**src/rtl/cfg_readback_ctrl.sv**
```systemverilog
// Configuration memory readback: asserts one wordline at a time, captures the
// bitline sense values and streams each row out as OUT_W-bit words.
module cfg_readback_ctrl #(
  parameter int NUM_BL        = 514,
  parameter int NUM_WL        = 407,
  parameter int OUT_W         = 32,
  parameter int SETTLE_CYCLES = 2
) (
  input  logic              clk,
  input  logic              global_resetn,
  input  logic              start,
  input  logic              abort,
  output logic [NUM_WL-1:0] wl_sel,
  output logic              wl_rd_en,
  input  logic [NUM_BL-1:0] bl_sense,
  output logic [OUT_W-1:0]  out_data,
  output logic              out_valid,
  input  logic              out_ready,
  output logic              out_last,
  output logic              busy,
  output logic              done,
  output logic [OUT_W-1:0]  checksum
);

  localparam int WPR    = (NUM_BL + OUT_W - 1) / OUT_W;
  localparam int CAP_W  = WPR * OUT_W;
  localparam int ROW_W  = (NUM_WL > 1) ? $clog2(NUM_WL) : 1;
  localparam int WORD_W = (WPR > 1) ? $clog2(WPR) : 1;
  localparam int SET_W  = (SETTLE_CYCLES > 1) ? $clog2(SETTLE_CYCLES) : 1;

  localparam logic [ROW_W-1:0]  LAST_ROW    = ROW_W'(NUM_WL - 1);
  localparam logic [WORD_W-1:0] LAST_WORD   = WORD_W'(WPR - 1);
  localparam logic [SET_W-1:0]  LAST_SETTLE = SET_W'(SETTLE_CYCLES - 1);

  typedef enum logic [1:0] {
    S_IDLE,
    S_ASSERT,
    S_SHIFT
  } state_e;

  state_e              state_q, state_d;
  logic [ROW_W-1:0]    row_q, row_d;
  logic [WORD_W-1:0]   word_q, word_d;
  logic [SET_W-1:0]    settle_q, settle_d;
  logic [CAP_W-1:0]    cap_q, cap_d;
  logic [OUT_W-1:0]    checksum_q, checksum_d;
  logic                done_q, done_d;

  logic [OUT_W-1:0]    cap_words [WPR];
  logic [OUT_W-1:0]    cur_word;

  // The capture register is padded to a whole number of words; the MSB padding is always zero.
  for (genvar k = 0; k < WPR; k++) begin : g_words
    assign cap_words[k] = cap_q[k*OUT_W +: OUT_W];
  end

  assign cur_word = cap_words[word_q];

  always_ff @(posedge clk or negedge global_resetn) begin
    if (!global_resetn) begin
      state_q    <= S_IDLE;
      row_q      <= '0;
      word_q     <= '0;
      settle_q   <= '0;
      cap_q      <= '0;
      checksum_q <= '0;
      done_q     <= 1'b0;
    end else begin
      state_q    <= state_d;
      row_q      <= row_d;
      word_q     <= word_d;
      settle_q   <= settle_d;
      cap_q      <= cap_d;
      checksum_q <= checksum_d;
      done_q     <= done_d;
    end
  end

  always_comb begin
    state_d    = state_q;
    row_d      = row_q;
    word_d     = word_q;
    settle_d   = settle_q;
    cap_d      = cap_q;
    checksum_d = checksum_q;
    done_d     = 1'b0;

    // Abort beats start and any same-cycle handshake; the partial checksum is kept.
    if (abort) begin
      state_d  = S_IDLE;
      row_d    = '0;
      word_d   = '0;
      settle_d = '0;
    end else begin
      unique case (state_q)
        S_IDLE: begin
          if (start) begin
            state_d    = S_ASSERT;
            row_d      = '0;
            word_d     = '0;
            settle_d   = '0;
            checksum_d = '0;
          end
        end
        S_ASSERT: begin
          if (settle_q == LAST_SETTLE) begin
            cap_d    = CAP_W'(bl_sense);
            settle_d = '0;
            state_d  = S_SHIFT;
          end else begin
            settle_d = settle_q + SET_W'(1);
          end
        end
        S_SHIFT: begin
          if (out_ready) begin
            checksum_d = checksum_q ^ cur_word;
            if (word_q == LAST_WORD) begin
              word_d = '0;
              if (row_q == LAST_ROW) begin
                row_d   = '0;
                state_d = S_IDLE;
                done_d  = 1'b1;
              end else begin
                row_d   = row_q + ROW_W'(1);
                state_d = S_ASSERT;
              end
            end else begin
              word_d = word_q + WORD_W'(1);
            end
          end
        end
        default: state_d = S_IDLE;
      endcase
    end
  end

  // Outputs decode straight from the async-reset state so the wordline drops with reset.
  always_comb begin
    wl_sel    = '0;
    wl_rd_en  = 1'b0;
    out_valid = 1'b0;
    out_data  = '0;
    out_last  = 1'b0;
    if (state_q == S_ASSERT) begin
      wl_sel[row_q] = 1'b1;
      wl_rd_en      = 1'b1;
    end
    if (state_q == S_SHIFT) begin
      out_valid = 1'b1;
      out_data  = cur_word;
      out_last  = (word_q == LAST_WORD) && (row_q == LAST_ROW);
    end
  end

  assign busy     = (state_q != S_IDLE);
  assign done     = done_q;
  assign checksum = checksum_q;

endmodule

```
**config.mk**
```make
export PLATFORM = sky130hd
export DESIGN_NAME = cfg_readback_ctrl
export DESIGN_NICKNAME = d
export VERILOG_FILES = /design/src/rtl/cfg_readback_ctrl.sv
export SDC_FILE = /design/constraint.sdc
export NUM_CORES = 2
export LEC_CHECK = 0
export ABC_CLOCK_PERIOD_IN_PS = 2300
export BUFFER_PORTS_ARGS = -buffer_cell sky130_fd_sc_hd__buf_2
export CAP_MARGIN = 40
export CORE_AREA = 2 2 389 391
export DETAILED_ROUTE_END_ITERATION = 7
export DIE_AREA = 0 0 391 393
export PLACE_DENSITY_LB_ADDON = 0.3
export RECOVER_POWER = 25
export SYNTH_ARGS = -nofsm -noshare
export SYNTH_HDL_FRONTEND = slang
export SYNTH_SLANG_ARGS = --single-unit
```
**constraint.sdc**
```tcl
create_clock -name clk -period 2.3 [get_ports clk]
set_input_delay 0.23 -clock clk [delete_from_list [all_inputs] [get_ports clk]]
set_output_delay 0.23 -clock clk [all_outputs]
set_load 0.01 [all_outputs]
```
Yosys cells after proc, flatten, opt, wreduce, memory -nomap -nowiden
Cells that the tools add are included.
{"block": "word_totals", "input_bits": 519, "out_inout_bits": 476, "elab_cells": 79, "reg_bits": 564}
{"block": "op_classes", "reduce_logical": 13, "n_lt_le_gt_ge": 3, "n_mux": 40, "n_eq_ne": 10, "addsub": 3, "n_bitwise": 3}
{"op": "407-bit 2-to-1 mux", "n": 1}
{"op": "32-bit binary-select mux with 5-bit select", "n": 1}
{"op": "32-bit 2-to-1 mux", "n": 5}
{"op": "32-bit case mux with 2 select lines", "n": 1}
{"op": "9-bit 2-to-1 mux", "n": 5}
{"op": "32-bit XOR", "n": 1}
{"op": "5-bit 2-to-1 mux", "n": 4}
{"op": "9-bit case mux with 2 select lines", "n": 1}
{"op": "1-bit 2-to-1 mux", "n": 13}
{"op": "3-bit != test (second input constant)", "n": 4}
{"op": "4-bit AND reduction", "n": 3}
{"op": "9-bit by 10-bit < comparator with 1-bit output (second input constant)", "n": 1}
{"op": "2-bit 2-to-1 mux", "n": 5}
{"op": "5-bit case mux with 2 select lines", "n": 1}
{"op": "9-bit by 1-bit adder with 9-bit output (second input constant)", "n": 1}
{"op": "1-bit demux with 9-bit select", "n": 1}
{"op": "9-bit == test (second input constant)", "n": 1}
{"op": "9-bit by 1-bit greater-or-equal comparator with 1-bit output (second input constant)", "n": 1}
{"op": "6-bit greater-or-equal comparator (second input constant)", "n": 1}
{"op": "5-bit inverter with 6-bit output", "n": 1}
{"op": "2-bit case mux with 3 select lines", "n": 1}
{"op": "3-bit AND reduction", "n": 2}
{"op": "3-bit nonzero test", "n": 2}
{"op": "5-bit by 1-bit adder with 5-bit output (second input constant)", "n": 1}
{"op": "11 further kinds", "n": 14}

Longest topological paths before layout
{"block": "depth", "word_depth": 7, "depth_mapped": 9, "ltp_nobuf": 7}

Least setup slack after synthesis
Ideal clock, no wire load.
{"block": "synth_path", "path_kind": "reg2reg", "from": "reg word_q[1]", "to": "reg state_q[0]", "t_required_ps": 2166, "path_stages_with_launch": 10, "setup_slack_ps": 19, "n_path_buf": 2, "synth_period_minus_slack_ps": 2281, "setup_time_ps": 134, "arrival_time_ps": 2147, "cell_sequence": "dfrtp_1 buf_2 buf_1 inv_1 ha_1 and4bb_2 a2111oi_0 nor2_1 o21bai_1 a21oi_1"}
{"block": "synth_between", "elab_chain_len": 3}
{"item": "start: declaration", "line_no": "43", "text": "logic [WORD_W-1:0] word_q, word_d;"}
{"item": "start signal: assignment", "line_no": "71", "text": "word_q <= word_d;"}
{"item": "5-bit == test", "line_no": "117", "text": "if (word_q == LAST_WORD) begin"}
{"item": "3-bit != test (no source line)"}
{"item": "4-bit AND reduction (no source line)"}
{"item": "end signal: assignment", "line_no": "69", "text": "state_q <= state_d;"}
{"item": "end: declaration", "line_no": "41", "text": "state_e state_q, state_d;"}
Every way passes these cells.
A chain may end at the register's enable or synchronous reset.

Worst setup path after layout
{"block": "layout_path", "from": "reg word_q[0]", "to": "out out_data[24]"}
{"block": "layout_between", "elab_chain_len": 5}
{"item": "5-bit inverter with 6-bit output (implied by the code)", "line_no": "57", "text": "assign cur_word = cap_words[word_q];"}
{"item": "32-bit binary-select mux with 5-bit select", "line_no": "57"}
{"item": "32-bit 2-to-1 mux (implied by the code) (2 in series)", "line_no": "57"}
{"item": "32-bit 2-to-1 mux", "line_no": "148", "text": "if (state_q == S_SHIFT) begin"}
{"item": "end: declaration", "line_no": "16", "text": "output logic [OUT_W-1:0] out_data,"}
Every way passes these cells. The select of a mux whose other input is x is not followed.

==> results.sh <==
export IMPL_required_ps=2070
export IMPL_vias=27458
export IMPL_drive_above_1_share=0.527
export IMPL_synth_fp_nets=2827
export IMPL_clock_latency_ps=650
export IMPL_hold_viol=0
export IMPL_htreeDepth=3
export IMPL_leakage_nw=22.9
export IMPL_grt_pass1_wl_mm=214
export IMPL_io_pins=995
export IMPL_timing_final_ws_setup_ps=-896
export IMPL_finalPower_mw=38.3
export IMPL_end_kind="output pin"
export IMPL_nets=4645
export IMPL_wl_per_cell_um=27.3
export IMPL_drtPass1Iterations=5
export IMPL_dp_hpwl_mm=110
export IMPL_drt_wl_total_mm=167
export IMPL_min_path_type="in2reg"
export IMPL_rows=142
export IMPL_dpl_cell_area_um2=37300
export IMPL_synth_top_cell_by_area="dfrtp_1"
export IMPL_period_share=1.39
export IMPL_dr_first_iter_drc_count=1210
export IMPL_worst_path_max_delay_cell="dfrtp_4"
export IMPL_cpPeakStageDelay_ps=570
export IMPL_ys_dominant_reg_cell="dfrtp_1"
export IMPL_grt_max_degree=110
export IMPL_port_buffers=994
export IMPL_gp_congestion=0.812
export IMPL_finalMaxSlewViolations=0
export IMPL_die_area_um2=154000
export IMPL_core_um2=149000
export IMPL_synth_top_area_frac=0.500
export IMPL_async_flop_share=1.00
export IMPL_max_cap_violations=0
export IMPL_p_per_area_nw_per_um2=713
export IMPL_ys_ff_latch=564
export IMPL_hold_ws_ps=200
export IMPL_syn_inst=2302
export IMPL_worstPathCellList="buf_12, buf_16, buf_12, mux4_2, mux2i_1, buf_4, a211oi_2, buf_6"
export IMPL_setup_viol=508
export IMPL_synth_edf_count=0
export IMPL_cts_buffers_inserted=73
export IMPL_cts_root_buffer="clkbuf_16"
export IMPL_worstSetupPathType="reg2out"
export IMPL_path_clk_slew_ps=70
export IMPL_max_freq_mhz=313
export IMPL_min_period_ps=3200
export IMPL_path_max_fanout=5
export IMPL_design_area_um2=53700
export IMPL_seq_area_frac_synth=0.500
export IMPL_critPathBufInv=5
export IMPL_first_global_vias=27415
export IMPL_grt_usage=0.199
export IMPL_viasPerCell=4.48
export IMPL_pre_cts_slack_ps=-782
export IMPL_status="finished, violations left"
export IMPL_slew_headroom=0.195
export IMPL_cp_arrival_ps=2970
export IMPL_numClockSinks=564
export IMPL_cts_buffer_depth=3
export IMPL_peakVddDrop_v=0.000629
export IMPL_ant_nets=0
export IMPL_rsz0062_at_grt="true"
export IMPL_drc=0
export IMPL_path_common_cell="buf_12"
export IMPL_critPathLaunchType="flip-flop"
export IMPL_die_height_um=393
export IMPL_yosysWarnings=0
export IMPL_tightest_slew_ps=1210
export IMPL_die_x_um=391
export IMPL_synthDistinctLibCells=50
export IMPL_ys_top_cells_by_area="dfrtp_1 (50%), mux2_1 (21%), mux4_2 (9.9%)"
export IMPL_synthesis_area_um2=28200
export IMPL_cts_tree="built"
export IMPL_failed_checks="negative setup slack"
export IMPL_grt_antenna_before_repair=20
export IMPL_syn_avg_cell_area_um2=12.3
export IMPL_path_delay_family="buffers and inverters"
export IMPL_syn_to_final_growth_pct=90.4
export IMPL_start_util=0.189
export IMPL_grt_overflow_total=0
export IMPL_clock_skew_ps=24.5
==> per-stage QoR <==
step / setup TNS (ps) / std cells / util
finish: -166980 / 6124 / 0.360
global route: -229450 / 6123 / 0.360
CTS: -272560 / 6060 / 0.324
detailed placement: -20960 / 5306 / 0.250
global placement: -21700 / 5305 / 0.250
floorplan: 0 / 2302 / -
==> registers in the layout, indices dropped and copies added, names as in the netlist <==
name and count:
checksum 32, settle_q 1, word_q 5, row_q 9, done 1, cap_q 514
state_q 2
==> layout by cell type, fill, tap and decap left out, types with 8 or more instances in the layout <==
master,instances
nand3_4,11
buf_2,664
mux2_4,22
mux2_2,8
a211oi_4,14
diode_2,8
o2111ai_1,25
or3_1,29
clkbuf_16,89
clkinv_2,8
nand2_4,8
buf_6,390
mux2i_4,9
buf_4,205
dlygate4sd3_1,518
mux2_1,514
buf_12,79
dfrtp_2,8
clkbuf_8,10
a211oi_2,14
mux4_2,124
nand2_1,62
buf_16,38
dfrtp_1,553
mux2i_1,25
o2111ai_2,8
clkbuf_1,19
buf_8,12
nor2_2,39
a22oi_1,21
nor2_1,121
nand3_1,35
a22oi_2,8
nor2_4,327
==> where the power goes <==
part	total [mW]	switching [mW]	internal, mW
Combinational	10.7	4.81	5.91
Sequential	15.8	2.10	13.7
Clock	11.8	4.82	6.93
==> worst register-to-register path: cells and delay by family, from the launching register on <==
family	cells	cell delay, ps
DFF	1	570
buffers and inverters	6	940
muxes	2	480
and+or+nand+nor	2	420
==> cells by family after synthesis <==
kind of cell	count (synthesis)	share of synthesized area
xor+xnor	4	0.00124
mux	707	0.330
simple gates	700	0.103
flops	564	0.500
buf+inv	196	0.0297
fa+ha+maj	6	0.00266
compound gates	125	0.0334
==> path summary, 6_finish.rpt <==
| kind | slack, ps | cells after the start | end | start |
|---|---|---|---|---|
| max in group asynchronous | -50 | 3 | word_q[3]$_DFFE_PN0P_ | global_resetn |
| max | -900 | 8 | out_data[24] | word_q[0]$_DFFE_PN0P_ |
| min in group asynchronous | 960 | 3 | cap_q[421]$_DFFE_PN0P_ | global_resetn |
| min reg2reg | 480 | 1 | cap_q[463]$_DFFE_PN0P_ | cap_q[463]$_DFFE_PN0P_ |
| max reg2reg | -190 | 10 | checksum[6]$_DFFE_PN0P_ | word_q[0]$_DFFE_PN0P_ |
| min | 200 | 4 | done$_DFF_PN0_ | out_ready |
==> metal layers <==
metal | GRT usage | vias to the layer above | wire length [µm]
met3 | 0.0444 | 344 | 9420
li1 | - | 11944 | -
met2 | 0.360 | 1102 | 86200
met1 | 0.219 | 14060 | 62200
met5 | 0 | - | 46
met4 | 0.0968 | 8 | 9640
==> cells in the mapped netlist, types with 3 or more instances <==
cell       instances
dfrtp_1          564
mux2_1           514
nor2_1           487
mux4_2           124
clkbuf_1          97
nand2_1           83
buf_2             78
nand3_1           50
mux2i_1           39
o2111ai_1         33
or3_1             33
a211oi_1          30
mux2_2            30
a22oi_1           29
buf_1             12
nor2b_1           10
o21ai_0            7
a21oi_1            6
ha_1               6
nand4_1            6
o31ai_1            6
and2_1             5
nor3_1             5
o21ai_1            5
inv_1              4
inv_2              3
nand2b_1           3
nor3b_1            3
==> area by class of cell <==
cell class,count,area [µm²]
fillers,14246,95500
repair buffers,1932,17700
multi-input cells,1542,17000
flip-flops and latches,564,14100
well taps,1944,2430
clock buffers,99,2040
clock inverters,28,370
inverters,7,36.3
diodes,8,20.0
==> repair_timing <==
item,CTS,global route
pin swaps,158,272
cloned,42,16
gates resized for setup,396,1137
hold buffers,518,0
setup buffers,72,81
setup endpoints to repair,487,970
endpoints found under the hold margin,970,0
Power figures use the tool's default switching activity.
